### src/rtl/elevator_pkg.sv
// Shared definitions for the elevator core and its request-side dispatcher:
// floor code width, 7-segment floor codes, FSM state constants and the
// direction-preserving sweep selection helper.
package elevator_pkg;

    localparam int FLOOR_W = 2;

    // 7-segment codes {g,f,e,d,c,b,a}, active-high, as produced by the core's encoder
    localparam logic [6:0] SEG_FLOOR0 = 7'h3F;
    localparam logic [6:0] SEG_FLOOR1 = 7'h06;
    localparam logic [6:0] SEG_FLOOR2 = 7'h5B;
    localparam logic [6:0] SEG_FLOOR3 = 7'h4F;

    // Dispatcher FSM states
    typedef logic [1:0] state_t;
    localparam state_t ST_IDLE   = 2'd0;
    localparam state_t ST_TRAVEL = 2'd1;
    localparam state_t ST_DWELL  = 2'd2;
    localparam state_t ST_FAULT  = 2'd3;

    // Result of a sweep selection: whether anything is pending, the chosen
    // floor, and the direction to continue in (1 = DOWN)
    typedef struct packed {
        logic               valid;
        logic [FLOOR_W-1:0] floor;
        logic               down;
    } sel_t;

    // Pick the next floor: a call at the current floor first, then the
    // nearest call ahead in the current direction, otherwise reverse and
    // take the nearest call behind.
    function automatic sel_t pick_target(input logic [3:0] pend,
                                         input logic [FLOOR_W-1:0] cur,
                                         input logic down);
        sel_t               s;
        logic               have_above;
        logic               have_below;
        logic [FLOOR_W-1:0] above_f;
        logic [FLOOR_W-1:0] below_f;
        s          = '0;
        s.down     = down;
        have_above = 1'b0;
        have_below = 1'b0;
        above_f    = '0;
        below_f    = '0;
        // Descending scan so the last hit is the lowest floor above cur
        for (int i = 3; i >= 0; i--) begin
            if (i > int'(cur) && pend[i]) begin
                have_above = 1'b1;
                above_f    = FLOOR_W'(i);
            end
        end
        // Ascending scan so the last hit is the highest floor below cur
        for (int i = 0; i < 4; i++) begin
            if (i < int'(cur) && pend[i]) begin
                have_below = 1'b1;
                below_f    = FLOOR_W'(i);
            end
        end
        s.valid = |pend;
        if (pend[cur]) begin
            s.floor = cur;
        end else if (!down) begin
            if (have_above) begin
                s.floor = above_f;
            end else if (have_below) begin
                s.floor = below_f;
                s.down  = 1'b1;
            end
        end else begin
            if (have_below) begin
                s.floor = below_f;
            end else if (have_above) begin
                s.floor = above_f;
                s.down  = 1'b0;
            end
        end
        return s;
    endfunction

endpackage

### src/rtl/seg7_floor_decoder.sv
// Maps the core's 7-segment floor display back to a 2-bit floor number;
// any code that is not one of the four floor glyphs is reported invalid.
module seg7_floor_decoder
    import elevator_pkg::*;
(
    input  logic [6:0]         code_i,
    output logic               valid_o,
    output logic [FLOOR_W-1:0] floor_o
);

    // Pure lookup of the four legal glyphs
    always_comb begin
        valid_o = 1'b1;
        floor_o = '0;
        case (code_i)
            SEG_FLOOR0: floor_o = 2'd0;
            SEG_FLOOR1: floor_o = 2'd1;
            SEG_FLOOR2: floor_o = 2'd2;
            SEG_FLOOR3: floor_o = 2'd3;
            default:    valid_o = 1'b0;
        endcase
    end

endmodule

### src/rtl/floor_call_dispatcher.sv
// Request-side front end for the elevator core: latches hall calls, picks
// the next target with a direction-preserving sweep, drives the core's
// in/en/stop inputs and confirms arrival from the core's floor display.
module floor_call_dispatcher
    import elevator_pkg::*;
#(
    parameter int NUM_FLOORS     = 4,
    parameter int SETTLE_CYCLES  = 2,
    parameter int DWELL_CYCLES   = 3,
    parameter int TIMEOUT_CYCLES = 64
) (
    input  logic                  clk,
    input  logic                  rst,
    input  logic [NUM_FLOORS-1:0] call_btn,
    input  logic [6:0]            floor_display,
    output logic [FLOOR_W-1:0]    in,
    output logic                  en,
    output logic                  stop,
    output logic [NUM_FLOORS-1:0] pending,
    output logic [3:0]            served_count,
    output logic                  disp_err,
    output logic                  fault
);

    localparam int SW = $clog2(SETTLE_CYCLES + 1);
    localparam int DW = $clog2(DWELL_CYCLES + 1);
    localparam int TW = $clog2(TIMEOUT_CYCLES + 1);

    localparam logic [SW-1:0] SETTLE_LAST  = SW'(SETTLE_CYCLES - 1);
    localparam logic [DW-1:0] DWELL_LAST   = DW'(DWELL_CYCLES - 1);
    localparam logic [TW-1:0] TIMEOUT_LAST = TW'(TIMEOUT_CYCLES - 1);

    state_t                  state_q, state_d;
    logic [FLOOR_W-1:0]      in_q, in_d;
    logic                    dir_q, dir_d;          // 1 = sweeping DOWN
    logic [FLOOR_W-1:0]      cur_q, cur_d;          // last validly decoded floor
    logic [NUM_FLOORS-1:0]   pending_q, pending_d;
    logic [3:0]              served_q, served_d;
    logic [SW-1:0]           settle_q, settle_d;
    logic [TW-1:0]           travel_q, travel_d;
    logic [DW-1:0]           dwell_q, dwell_d;

    logic                    dec_valid;
    logic [FLOOR_W-1:0]      dec_floor;
    logic                    match;
    logic                    arrive;
    logic [NUM_FLOORS-1:0]   set_mask;
    sel_t                    sel;

    seg7_floor_decoder u_dec (
        .code_i  (floor_display),
        .valid_o (dec_valid),
        .floor_o (dec_floor)
    );

    // Next-state logic: call latching, sweep selection and the dispatch FSM
    always_comb begin
        state_d   = state_q;
        in_d      = in_q;
        dir_d     = dir_q;
        cur_d     = cur_q;
        served_d  = served_q;
        settle_d  = settle_q;
        travel_d  = travel_q;
        dwell_d   = dwell_q;
        arrive    = 1'b0;
        match     = dec_valid && (dec_floor == in_q);
        sel       = pick_target(pending_q, cur_q, dir_q);

        if (dec_valid) begin
            cur_d = dec_floor;
        end

        // Presses at the floor being served are swallowed while the doors are open
        set_mask = call_btn;
        if (state_q == ST_DWELL) begin
            set_mask[in_q] = 1'b0;
        end
        pending_d = pending_q | set_mask;

        case (state_q)
            ST_IDLE: begin
                settle_d = '0;
                travel_d = '0;
                dwell_d  = '0;
                if (sel.valid) begin
                    in_d    = sel.floor;
                    dir_d   = sel.down;
                    state_d = ST_TRAVEL;
                end
            end
            ST_TRAVEL: begin
                travel_d = travel_q + TW'(1);
                if (match) begin
                    if (settle_q == SETTLE_LAST) begin
                        arrive   = 1'b1;
                        state_d  = ST_DWELL;
                        dwell_d  = '0;
                        settle_d = '0;
                    end else begin
                        settle_d = settle_q + SW'(1);
                    end
                end else begin
                    settle_d = '0;
                end
                // Arrival takes priority over a coincident timeout
                if (!arrive && travel_q == TIMEOUT_LAST) begin
                    state_d = ST_FAULT;
                end
            end
            ST_DWELL: begin
                if (dwell_q == DWELL_LAST) begin
                    state_d = ST_IDLE;
                end else begin
                    dwell_d = dwell_q + DW'(1);
                end
            end
            ST_FAULT: begin
                state_d = ST_FAULT;
            end
            default: begin
                state_d = ST_IDLE;
            end
        endcase

        if (arrive) begin
            pending_d[in_q] = 1'b0;
            served_d        = served_q + 4'd1;
        end
    end

    // State and counter registers with asynchronous active-low reset
    always_ff @(posedge clk or negedge rst) begin
        if (!rst) begin
            state_q   <= ST_IDLE;
            in_q      <= '0;
            dir_q     <= 1'b0;
            cur_q     <= '0;
            pending_q <= '0;
            served_q  <= '0;
            settle_q  <= '0;
            travel_q  <= '0;
            dwell_q   <= '0;
        end else begin
            state_q   <= state_d;
            in_q      <= in_d;
            dir_q     <= dir_d;
            cur_q     <= cur_d;
            pending_q <= pending_d;
            served_q  <= served_d;
            settle_q  <= settle_d;
            travel_q  <= travel_d;
            dwell_q   <= dwell_d;
        end
    end

    // Core-facing controls are decoded straight from the state register
    always_comb begin
        en           = (state_q == ST_TRAVEL) || (state_q == ST_DWELL);
        stop         = (state_q == ST_DWELL) || (state_q == ST_FAULT);
        fault        = (state_q == ST_FAULT);
        in           = in_q;
        pending      = pending_q;
        served_count = served_q;
        disp_err     = rst && !dec_valid;
    end

endmodule
### config.mk
export PLATFORM = sky130hd
export DESIGN_NAME = floor_call_dispatcher
export DESIGN_NICKNAME = d
export VERILOG_FILES = /design/src/rtl/elevator_pkg.sv /design/src/rtl/seg7_floor_decoder.sv /design/src/rtl/floor_call_dispatcher.sv
export SDC_FILE = /design/constraint.sdc
export NUM_CORES = 1
export LEC_CHECK = 0
export CAP_MARGIN = 5
export CORE_ASPECT_RATIO = 1.4
export CORE_UTILIZATION = 50
export CTS_CLUSTER_SIZE = 20
export DETAILED_ROUTE_END_ITERATION = 8
export GPL_TIMING_DRIVEN = 0
export PLACE_DENSITY = 0.76
export SLEW_MARGIN = 20
export SYNTH_ARGS = -nofsm -noshare
export SYNTH_HDL_FRONTEND = slang
export SYNTH_HIERARCHICAL = 1
export SYNTH_SLANG_ARGS = --single-unit
### constraint.sdc
create_clock -name clk -period 1.9 [get_ports clk]
set_clock_uncertainty 0.05 [all_clocks]
set_input_delay 0.475 -clock clk [delete_from_list [all_inputs] [get_ports clk]]
set_output_delay 0.475 -clock clk [all_outputs]
set_load 0.005 [all_outputs]
==> Flow_metrics.wiki <==
{| class="wikitable"
! Metric !! Value
|-
| Residual antenna-violating net count after detailed routing || 0
|-
| Type of the tightest min-delay check || input pin to asynchronous set/reset pin
|-
| Number of fill cells in the layout || 233
|-
| PD cells || 1010 nW/um^2
|-
| Post-CTS clock slew at the launch and capture registers of the worst setup and hold paths || 0.09 ns
|-
| Synthesized instance count || 165
|-
| Leakage component of the power || 0.965 nW
|-
| Final slew viol count || 0
|-
| Setup slack on the worst flop-to-flop path || 0.08 ns
|-
| Fin. Hold Viols || 0
|-
| Max Fclk || 528 MHz
|-
| Top Ports || 27
|-
| Nets || 230
|-
| Sort of element at the start of the critical path || input pin
|-
| Area Overhead vs Synth || 37.6%
|-
| # rows || 23
|-
| Required time at the endpoint of the critical path || 1.37 ns
|-
| Fraction of post-synthesis cell area in the top cell type by area || 0.414
|-
| Critical path, cell by cell || dlygate4sd2_1 -> nor4b_4 -> nand3b_1 -> nor2b_1 -> clkbuf_2
|-
| Minimum clock period || 1.89 ns
|-
| Total wire length || 3910 um
|-
| Arrival @ worst endpoint || 1.37 ns
|-
| Delay of the slowest critical-path stage || 0.28 ns
|-
| Number of sinks handled by clock tree synthesis || 26
|-
| Avg Inst Size Synth || 9.52 sq um
|-
| Dpl cell area || 1910 sq um
|-
| Effective utilization at floorplan || 0.535
|-
| Starting DRC count in detailed routing || 26
|-
| Ys async rst share || 1.00
|-
| Post-Syn Area || 1570 sq um
|-
| Final standard cell area without fillers || 2160 sq um
|-
| Maximum number of pins on one net before global-route repair || 28
|-
| Number of flops mapped to enable cells by yosys || 0
|-
| Flop and latch count out of synthesis || 26
|-
| Relative slew slack || 0.750
|-
| GRT Resource Usage Total || 0.246
|-
| Register Area || 653 sq um
|-
| CP max FO || 4
|-
| Number of vias per cell after detailed routing || 5.85
|-
| CTS tree || yes
|-
| Post-synthesis sequential area ratio || 0.414
|-
| Dominant synthesized flop cell || sky130_fd_sc_hd__dfrtp_1
|-
| Ys Warns || 6
|-
| Fraction of layout instances using a drive strength above 1 || 0.288
|-
| Routed WL per cell || 16.0 um
|-
| CTS HTree Levels || 1
|-
| Largest cells by area after synthesis || sky130_fd_sc_hd__dfrtp_1 41%, sky130_fd_sc_hd__ha_1 5.6%, sky130_fd_sc_hd__o21ai_0 3.5%
|-
| Total nets after synthesis || 185
|-
| Antenna violations before repair || 0
|-
| Number of buffers inserted for hold repair after clock tree synthesis || 0
|-
| Die outline width || 49.4 um
|-
| Outcome || completed
|-
| Clock buffers created by TritonCTS || 3
|-
| Vias after detailed routing || 1,433
|-
| Clock latency reported for the late side of the worst-skew pair || 0.27 ns
|-
| Global-route wire length before repair || 6260 um
|-
| Core area || 2940 sq um
|-
| Sort of element at the end of the critical path || primary output
|-
| Master of the slowest instance on the critical path || sky130_fd_sc_hd__dlygate4sd2_1
|-
| GRT overflow || 0
|-
| Final worst hold slack || 0.0893 ns
|-
| PnR Total Power || 2.19 mW
|-
| Crit share post-route || 0.997
|-
| Number of global-route vias before repair || 1,416
|-
| Count of distinct cell types in the synthesized netlist || 46
|-
| Crit path kind || input pin to primary output
|-
| Input/output buffers || 26
|-
| RD Place Congestion || 0.771
|-
| Antenna Diode Count || 0
|-
| Cell type with the highest aggregate area in the netlist || sky130_fd_sc_hd__dfrtp_1
|-
| Overall die area || 3370 sq um
|-
| Core Util, Final || 0.737
|-
| Worst ir drop on vdd || 875 uV
|-
| Library cell used as clock root buffer || sky130_fd_sc_hd__clkbuf_8
|-
| Area occupied by multi-input gates || 975 sq um
|-
| Floorplan die height || 68.3 um
|-
| Maxcap violations || 0
|-
| Drc violations || 0
|-
| TritonRoute pass-1 iters || 4
|-
| Detailed placement HPWL || 2710 um
|-
| Slew at the pin closest to its max-slew limit || 0.376 ns
|-
| Final setup violation count || 0
|-
| Maximum clock insertion buffer count || 2
|-
| RSZ-0062 raised after global routing || true
|}
sequential cells by signal, summed over array words and instances, names as in the netlist:
register	count
travel_q	7
pending	4
served_count	4
cur_q	2
dwell_q	2
in	2
settle_q	2
state_q	2
dir_q	1
power breakdown:
part	internal, mW	total (mW)	leakage [nW]	switching (mW)
Clock	0.142	0.316	0.0216	0.174
Combinational	0.527	1.12	0.619	0.589
Sequential	0.664	0.758	0.325	0.0938
Total	1.33	2.19	0.965	0.857
stage by stage:
step,TNS [ns],cells,worst slack (ns)
2_1_floorplan,-0.161,165,-0.161
3_3_place_gp,-13.87,228,-1.14
3_5_place_dp,-13.27,228,-1.04
4_1_cts,-0.125,242,-0.0379
5_1_grt,-0.333,245,-0.0774
6_report,0,245,0.00657
timing repair:
action	in CTS	in global routing
buffers inserted	12	3
pin swaps	13	6
endpoints found under the setup margin	19	17
resized for setup	56	14
path summary, 6_finish.rpt:
kind / end / from / depth (start not counted)
max in group asynchronous: state_q[1] / rst / 1
setup / recovery: disp_err / floor_display[6] / 5
hold / removal: travel_q[6] / rst / 1
setup reg to reg: served_count[1] / state_q[1] / 7
min in group clk: served_count[3] / served_count[3] / 1
hold reg to reg: served_count[3] / served_count[3] / 1
placed cells by master (no fill, tap or decap), types with 3 or more instances in the layout:
cell                              netlist  final
sky130_fd_sc_hd__clkdlybuf4s50_1        0     14
sky130_fd_sc_hd__a21oi_1                8      8
sky130_fd_sc_hd__o21ai_0               11     11
sky130_fd_sc_hd__o31ai_1                4      4
sky130_fd_sc_hd__ha_1                   7      5
sky130_fd_sc_hd__buf_4                  0     12
sky130_fd_sc_hd__clkbuf_2               1      3
sky130_fd_sc_hd__a31oi_1                6      4
sky130_fd_sc_hd__clkbuf_8               0      3
sky130_fd_sc_hd__a21o_1                 3      3
sky130_fd_sc_hd__buf_6                  1      6
sky130_fd_sc_hd__buf_2                  4      8
sky130_fd_sc_hd__dfrtp_1               26     24
sky130_fd_sc_hd__nor2b_1                5      5
sky130_fd_sc_hd__nand4_1                3      3
sky130_fd_sc_hd__nand2b_1               5      5
sky130_fd_sc_hd__inv_1                  9      8
sky130_fd_sc_hd__nand2_1               12     12
sky130_fd_sc_hd__nand3_1                8      7
sky130_fd_sc_hd__nor2_1                 6      4
sky130_fd_sc_hd__mux2i_1                3      3
worst max-delay path, delay by kind of cell:
kind | cells | cell delay, ns
simple gates | 3 | 0.48
buf+inv | 2 | 0.40
layout make-up:
type                    instances  area share
repair buffers                 40       0.168
inverters                       9      0.0156
clock buffers                   3      0.0191
plain buffers                   9      0.0231
flip-flops and latches         26       0.302
well taps                      37      0.0214
multi-input cells             121       0.451
cells by family after synthesis:
logic type	count (synthesis)	synth area share
DFF	26	0.414
AOI/OAI and AO/OA	45	0.191
and+or+nand+nor	57	0.208
adders and majority gates	7	0.0557
xor gates and xnor gates	7	0.0390
buffers and inverters	18	0.0517
muxes	5	0.0406
Yosys cell counts, drive strengths merged (2+ instances only):
cell type	count
nand4	3
nand2b	5
buf	5
a21oi	8
ha	7
o22ai	2
xnor2	4
mux2i	3
clkbuf	4
dfrtp	26
a31oi	6
nor2b	5
nand4b	2
nand3b	2
o31ai	4
a2bb2oi	2
xor2	3
nor3	4
o21a	2
a21o	3
nand2	12
o21ai	11
nand3	8
nor2	7
inv	9
routing by layer:
layer | part of all wire | vias up | GRT usage
li1 | - | 684 | -
met1 | 0.40 | 704 | 0.261
met2 | 0.55 | 37 | 0.473
met3 | 0.036 | 8 | 0.0356
met4 | 0.014 | 0 | 0.125
met5 | 0 | - | 0
No activity file was read; power rests on OpenSTA's default activity.
